===== src/rtl/led_pattern_gen_if.sv =====
// Pin bundle for led_pattern_gen: raw button in, LED pattern / mode / step strobe out.
// No valid/ready pairs here: step_o is a single-cycle strobe marking the cycle led_o changes, button_i is a raw level.
interface led_pattern_gen_if #(
   parameter int N_LEDS = 8
) ();
   logic              button_i;
   logic [N_LEDS-1:0] led_o;
   logic [1:0]        mode_o;
   logic              step_o;

   modport slave  (input  button_i, output led_o, mode_o, step_o);
   modport master (output button_i, input  led_o, mode_o, step_o);
endinterface


===== src/rtl/led_pattern_gen.sv =====
// Board bring-up LED animator: four patterns stepped by a programmable timer,
// mode cycled by a synchronised and debounced push-button.
module led_pattern_gen #(
   parameter int N_LEDS          = 8,
   parameter int STEP_CYCLES     = 5000000,
   parameter int DEBOUNCE_CYCLES = 250000
) (
   input  logic               clk_i,
   input  logic               resetn_i,
   led_pattern_gen_if.slave   bus
);

   localparam int TW = $clog2(STEP_CYCLES);
   localparam int DW = $clog2(DEBOUNCE_CYCLES);
   localparam logic [TW-1:0]     T_LAST  = TW'(STEP_CYCLES - 1);
   localparam logic [DW-1:0]     D_LAST  = DW'(DEBOUNCE_CYCLES - 1);
   localparam logic [N_LEDS-1:0] PAT_ONE = N_LEDS'(1);

   typedef enum logic [1:0] {
      MODE_BLINK  = 2'd0,
      MODE_CHASE  = 2'd1,
      MODE_BOUNCE = 2'd2,
      MODE_COUNT  = 2'd3
   } mode_t;

   logic              sync1_q, sync2_q;
   logic              db_level_q;
   logic [DW-1:0]     db_cnt_q;
   logic              press_q;
   logic [TW-1:0]     timer_q;
   logic              tick;
   logic              step_q;
   mode_t             mode_q, mode_d;
   logic [N_LEDS-1:0] pat_q, pat_d;
   logic              dir_up_q, dir_up_d;

   // Idle level of the button is 1, so the synchroniser and debounced level reset high.
   always_ff @(posedge clk_i or negedge resetn_i) begin
      if (!resetn_i) begin
         sync1_q    <= 1'b1;
         sync2_q    <= 1'b1;
         db_level_q <= 1'b1;
         db_cnt_q   <= '0;
         press_q    <= 1'b0;
      end else begin
         sync1_q <= bus.button_i;
         sync2_q <= sync1_q;
         press_q <= 1'b0;
         if (sync2_q == db_level_q) begin
            db_cnt_q <= '0;
         end else if (db_cnt_q == D_LAST) begin
            db_level_q <= sync2_q;
            db_cnt_q   <= '0;
            press_q    <= ~sync2_q;
         end else begin
            db_cnt_q <= db_cnt_q + DW'(1);
         end
      end
   end

   assign tick = (timer_q == T_LAST);

   // A press restarts the step period and swallows any tick landing on the same edge.
   always_ff @(posedge clk_i or negedge resetn_i) begin
      if (!resetn_i) begin
         timer_q <= '0;
         step_q  <= 1'b0;
      end else begin
         step_q <= tick & ~press_q;
         if (press_q || tick) timer_q <= '0;
         else                 timer_q <= timer_q + TW'(1);
      end
   end

   always_ff @(posedge clk_i or negedge resetn_i) begin
      if (!resetn_i) begin
         mode_q   <= MODE_BLINK;
         pat_q    <= '0;
         dir_up_q <= 1'b1;
      end else begin
         mode_q   <= mode_d;
         pat_q    <= pat_d;
         dir_up_q <= dir_up_d;
      end
   end

   always_comb begin
      mode_d   = mode_q;
      pat_d    = pat_q;
      dir_up_d = dir_up_q;
      if (press_q) begin
         mode_d   = mode_t'(mode_q + 2'd1);
         dir_up_d = 1'b1;
         case (mode_d)
            MODE_CHASE, MODE_BOUNCE: pat_d = PAT_ONE;
            default:                 pat_d = '0;
         endcase
      end else if (tick) begin
         case (mode_q)
            MODE_BLINK: pat_d = ~pat_q;
            MODE_CHASE: pat_d = {pat_q[N_LEDS-2:0], pat_q[N_LEDS-1]};
            MODE_BOUNCE: begin
               // Direction flips on the edge that lands the dot on an end bit.
               if (dir_up_q) begin
                  pat_d = pat_q << 1;
                  if (pat_q[N_LEDS-2]) dir_up_d = 1'b0;
               end else begin
                  pat_d = pat_q >> 1;
                  if (pat_q[1]) dir_up_d = 1'b1;
               end
            end
            MODE_COUNT: pat_d = pat_q + PAT_ONE;
            default:    pat_d = pat_q;
         endcase
      end
   end

   assign bus.led_o  = pat_q;
   assign bus.mode_o = mode_q;
   assign bus.step_o = step_q;

endmodule


===== src/flat_wrapper.sv =====
// flat-port wrapper written by rule: the top's interface ports become plain ports
module led_pattern_gen_flat 
#(
   parameter int N_LEDS          = 8,
   parameter int STEP_CYCLES     = 5000000,
   parameter int DEBOUNCE_CYCLES = 250000
)
  (clk_i, resetn_i, bus_button_i, bus_led_o, bus_mode_o, bus_step_o);
  led_pattern_gen_if #(.N_LEDS(N_LEDS)) bus_i ();
  input  logic clk_i;
  input  logic resetn_i;
  input wire logic [$bits(bus_i.button_i)-1:0] bus_button_i;
  output wire logic [$bits(bus_i.led_o)-1:0] bus_led_o;
  output wire logic [$bits(bus_i.mode_o)-1:0] bus_mode_o;
  output wire logic [$bits(bus_i.step_o)-1:0] bus_step_o;
  assign bus_i.button_i = bus_button_i;
  assign bus_led_o = bus_i.led_o;
  assign bus_mode_o = bus_i.mode_o;
  assign bus_step_o = bus_i.step_o;
  led_pattern_gen #(.N_LEDS(N_LEDS), .STEP_CYCLES(STEP_CYCLES), .DEBOUNCE_CYCLES(DEBOUNCE_CYCLES)) u_core (.clk_i(clk_i), .resetn_i(resetn_i), .bus(bus_i));
endmodule

===== config.mk =====
export PLATFORM = sky130hd
export DESIGN_NAME = led_pattern_gen_flat
export DESIGN_NICKNAME = d
export VERILOG_FILES = /design/src/rtl/led_pattern_gen_if.sv /design/src/rtl/led_pattern_gen.sv /design/src/flat_wrapper.sv
export SDC_FILE = /design/constraint.sdc
export NUM_CORES = 1
export LEC_CHECK = 0
export CAP_MARGIN = 15
export CORE_UTILIZATION = 60
export DETAILED_ROUTE_END_ITERATION = 7
export PLACE_DENSITY = 0.77
export SLEW_MARGIN = 20
export SYNTH_ARGS = -nofsm -noshare
export SYNTH_HDL_FRONTEND = slang
export SYNTH_SLANG_ARGS = --single-unit

===== constraint.sdc =====
create_clock -name clk_i -period 2.3 [get_ports clk_i]
set_input_delay 0.69 -clock clk_i [delete_from_list [all_inputs] [get_ports clk_i]]
set_output_delay 0.69 -clock clk_i [all_outputs]
set_load 0.005 [all_outputs]

## Word level (Yosys, flattened, before mapping)

Index checks and enable logic that the tools add are counted.

| storage, ports and cells | value |
|---|---|
| register bits | 57 |
| logic and storage cells | 50 |

| operators by class | value |
|---|---|
| muxes and demuxes | 16 |
| $add $sub $neg | 4 |
| reduce and logical (&&, ||, !) cells | 7 |
| bitwise operators | 5 |
| equal/unequal tests | 8 |

Operators by type and width:

| kind | count |
|---|---|
| $mux 18 | 2 |
| $pmux 8 s4 | 1 |
| $mux 8 | 3 |
| $add 23x1->23 const B | 1 |
| $eq 23x23->1 const B | 1 |
| $mux 23 | 1 |
| $add 18x1->18 const B | 1 |
| $eq 18x18->1 const B | 1 |
| $mux 1 | 9 |
| $add 8x1->8 const B | 1 |
| $not 8->8 | 1 |
| $eq 2x2->1 const B | 3 |
| $eq 2x1->1 const B | 2 |
| $reduce_and 2->1 | 2 |
| $reduce_bool 2->1 | 2 |
| $not 1->1 | 3 |
| $add 2x1->2 const B | 1 |
| $logic_not 2->1 | 1 |
| $reduce_or 2->1 | 1 |
| $and 1x1->1 | 1 |
| $eq 1x1->1 | 1 |
| $logic_or 1x1->1 | 1 |

## Longest topological paths before layout

| depth | value |
|---|---|
| word-level depth | 5 |
| gate-level depth with buffers | 8 |
| mapped depth without buffers | 7 |

## Worst setup path before layout

No wires, ideal clock.

| timing | value |
|---|---|
| path kind | register -> register |
| from | register u_core.timer_q[10] |
| to | register u_core.pat_q[4], in the netlist u_core.bus.led_o[4] |
| buffers on the path | 1 |
| setup slack | 0.384 ns |
| arrival | 1.834 ns |
| clock period less this slack | 1.916 ns |
| stages on the path, launching flop included | 7 |
| cell sequence | dfrtp_1 nor4b_1 nand3_1 or4_1 buf_2 or3_1 a31oi_1 |

| between the ends | value |
|---|---|
| cells in the longest elaborated chain, start to end | 2 |

Ends and longest elaborated chain:

| element | line | source |
|---|---|---|
| start, declared | led_pattern_gen.sv:30 | `logic [TW-1:0] timer_q;` |
| start signal, assigned | led_pattern_gen.sv:71 | `else timer_q <= timer_q + TW'(1);` |
| $eq 23x23->1 | led_pattern_gen.sv:61 | `assign tick = (timer_q == T_LAST);` |
| $reduce_bool 2->1 (no source line) | n/a |  |
| end signal, assigned | led_pattern_gen.sv:82 | `pat_q <= pat_d;` |
| end, declared | led_pattern_gen.sv:34 | `logic [N_LEDS-1:0] pat_q, pat_d;` |

No other way between the ends.
A chain may end at the register's enable or synchronous reset.

## Final worst setup path

Ends and elaborated chain as after synthesis.

==> metrics.md <==
| Metric | Value |
|---|---|
| Clk_lat worst skew | `0.34 ns` |
| Initial DRC count | `206` |
| Int Pwr | `1550 uW` |
| Netlist Area Pre-Place | `2970 um^2` |
| CP max stage delay | `0.44 ns` |
| Post-synthesis cell type count | `40` |
| Largest net degree at the start of global routing | `36` |
| Fin worst setup slack | `0.169 ns` |
| N_diodes | `0` |
| R2R Path End | `u_core.bus.led_o[4]` |
| Most frequent cells in the layout | `53 x dfrtp_1, 51 x nor2_1, 28 x xnor2_1` |
| Tmin final | `2.13 ns` |
| Core area | `4750 um^2` |
| Area Growth Syn to Fin | `14.7%` |
| Top FF cell, synth | `dfrtp_1` |
| Worst Path Buf+Inv | `1` |
| Final hold violations | `0` |
| Max IR drop VDD | `0.437 mV` |
| Hold_buf cts | `0` |
| Die X | `72.3 um` |
| Setup WS pre-CTS | `0.187 ns` |
| Outcome | `complete, no violations` |
| Maxcap violations | `0` |
| Port buffer count | `13` |
| Tightest Hold Check Type | `input port to async pin` |
| Worst path arrival time | `2.38 ns` |
| Relative slew slack | `0.647` |
| Power, Total | `1980 uW` |
| H-tree Lvls | `3` |
| Router iterations before antenna repair | `4` |
| Fill cells | `367` |
| Post-CTS Setup Inserts | `0` |
| WL/cell | `13.7 um` |
| Met2 WL | `2660 um` |
| Critical-path top delay cell | `dfrtp_1` |
| M1 WL | `2650 um` |
| Initial antenna violation count | `0` |
| Slew Limit Fails | `0` |
| Crit start category | `flip-flop` |
| Setup violators final | `0` |
| Crit-path max FO | `16` |
| CTS clk-pin slew, worst paths | `0.07 ns` |
| Commonest non-fill, non-tap cell in the layout | `dfrtp_1` |
| Final instance area | `3400 um^2` |
| Total GRT Usage | `0.240` |
| Initial Util | `0.624` |
| Die height | `72.3 um` |
| Number of flops mapped to enable cells by yosys | `0` |
| CP Cell Sequence | `nor4b_1, nand3_1, or4_1, buf_4, or3_1, a31oi_1` |
| Highest metal used | `met4` |
| Nets | `345` |
| Synthesized Nets | `324` |
| Vias in the first global route | `2191` |
| R2r startpoint | `u_core.timer_q[10]` |
| FP Rows | `25` |
| DP Area | `3210 um^2` |
| Period utilization | `0.926` |
| Register area share after synthesis | `0.482` |
| Slew @ Worst Pin | `0.529 ns` |
| Core Util, Final | `0.716` |
| FF-to-FF path depth | `6` |
| Syn Area/Cell | `9.45 um^2` |
| First-pass GRT wire length | `9620 um` |
| Remaining DRCs | `0` |
| CTS tree | `built` |
| HPWL reported at the end of detailed placement | `3790 um` |
| GRT overflow | `0` |
| Setup CP Type | `flip-flop to flip-flop` |
| Total wire length | `5580 um` |
| Vias per inst | `5.66` |
| Routability cong. | `0.810` |
| Mapped Cells | `314` |
| Layout cells sized above 1 | `0.0912` |
| Critical Path Sink Type | `flip-flop` |
| RSZ-0062 raised after global routing | `no` |
| R2r setup slk | `0.17 ns` |
| Area of the die | `5230 um^2` |
| Pwr dens | `581 nW/um^2` |
| Seq pwr share | `0.514` |
| Gate power share | `0.020` |
| Clock root cell | `clkbuf_8` |
| Max Root-Sink Buffers | `2` |
| DR WL met3 | `154 um` |
| IO Pins | `14` |
| Clock skew | `0.0123 ns` |
| TritonCTS Buffers | `9` |
| WP data required | `2.55 ns` |
| Final ANT Viol Nets | `0` |
| Flip-flop and latch count after synthesis | `57` |
| Highest Clock Rate | `0.469 GHz` |
| NetSw | `425 uW` |
| CTS sink cnt | `57` |
| Async S/R FF share, synth | `1.00` |
| Post-cts repair resize count | `0` |
| LEAKAGE | `0.00141 uW` |
| Synth warn | `0` |
| Via Count | `2305` |
| Clock power frac | `0.466` |
| Crit-path leading delay family | `simple AND/OR/NAND/NOR gates` |
| Sw frac | `0.215` |
| Setup TNS Final | `0 ns` |
[synth_stat cells, types with 5 or more instances]
cell      instances  area, um^2
dfrtp_1          53        1330
nor2_1           51         191
xnor2_1          28         245
nand2_1          24        90.1
nand3_1          20         100
inv_1            13        48.8
nor3_1           12        60.1
xor2_1           12         105
o21ai_0           8        40.0
a21oi_1           7        35.0
clkbuf_1          7        26.3
ha_1              7        87.6
nand4_1           7        43.8
nor4_1            6        37.5
a221o_1           5        50.1
a221oi_1          5        43.8
[final cells by class]
type                       count  area [um^2]  share of cell area
clock buffer                  13          149              0.0438
inverter                      13         48.8              0.0143
tap                           67         83.8              0.0246
sequential                    57         1430               0.421
timing repair buffer          22          218              0.0640
multi-input combinational    232         1430               0.420
clock inverter                 3         42.5              0.0125
[per-stage QoR]
stage	cells	hold WS (ns)
after floorplan	314	0.345
after global placement	391	0.346
after detailed placement	391	0.347
after CTS	407	0.221
after global routing	407	0.234
final	407	0.216
[worst max path at each step]
stage	from	endpoint	slack [ns]	cells after the start
finish	u_core.timer_q[10]	u_core.bus.led_o[4]	0.17	6
global route	u_core.timer_q[10]	u_core.bus.led_o[4]	0.07	6
CTS	u_core.timer_q[10]	u_core.bus.led_o[4]	0.17	6
detailed placement	u_core.timer_q[10]	u_core.bus.led_o[4]	0.19	6
global placement	u_core.timer_q[10]	u_core.bus.led_o[4]	0.24	6
floorplan	u_core.timer_q[10]	u_core.bus.led_o[4]	0.38	6
[registers in the layout, indices dropped and copies added (netlist names)]
name and cells:
u_core.db_level_q 1, u_core.dir_up_q 1, u_core.bus.mode_o 2, u_core.bus.led_o 8, u_core.press_q 1, u_core.db_cnt_q 18, u_core.timer_q 23, u_core.bus.step_o 1
u_core.sync1_q 1, u_core.sync2_q 1
[per-layer routing]
layer / track usage / vias up
li1: - / 1130
met1: 0.318 / 1107
met2: 0.390 / 53
met3: 0.0375 / 15
met4: 0.109 / 0
met5: 0 / -
[worst reg2reg max path, stage by stage (launching register included)]
cell and delay (ns):
dfrtp_1 0.44, nor4b_1 0.35, nand3_1 0.14, or4_1 0.40, buf_4 0.20, or3_1 0.35, a31oi_1 0.16
[power by group through the flow]
| stage | clock network (uW) | logic (uW) | registers [uW] |
|---|---|---|---|
| final | 922 | 39.8 | 1020 |
| after floorplan | 0 | 10.0 | 1030 |
| after CTS | 929 | 41.7 | 1020 |
| after global placement | 0 | 40.9 | 1030 |
| after detailed placement | 0 | 41.6 | 1030 |
| after global routing | 976 | 47.5 | 1020 |
[logic make-up (layout without fill, tap and decap cells)]
logic type               count (synthesis)  in the layout  synth area share
buffers and inverters                   25             51            0.0359
XOR/XNOR                                40             40             0.118
AND/OR/NAND/NOR                        144            144             0.235
flip-flops                              57             57             0.482
adder cells (fa/ha/maj)                  7              7            0.0295
AO/OA/AOI/OAI                           38             38            0.0882
multiplexers                             3              3            0.0110
Note: power is estimated with default switching activity, not from simulation.
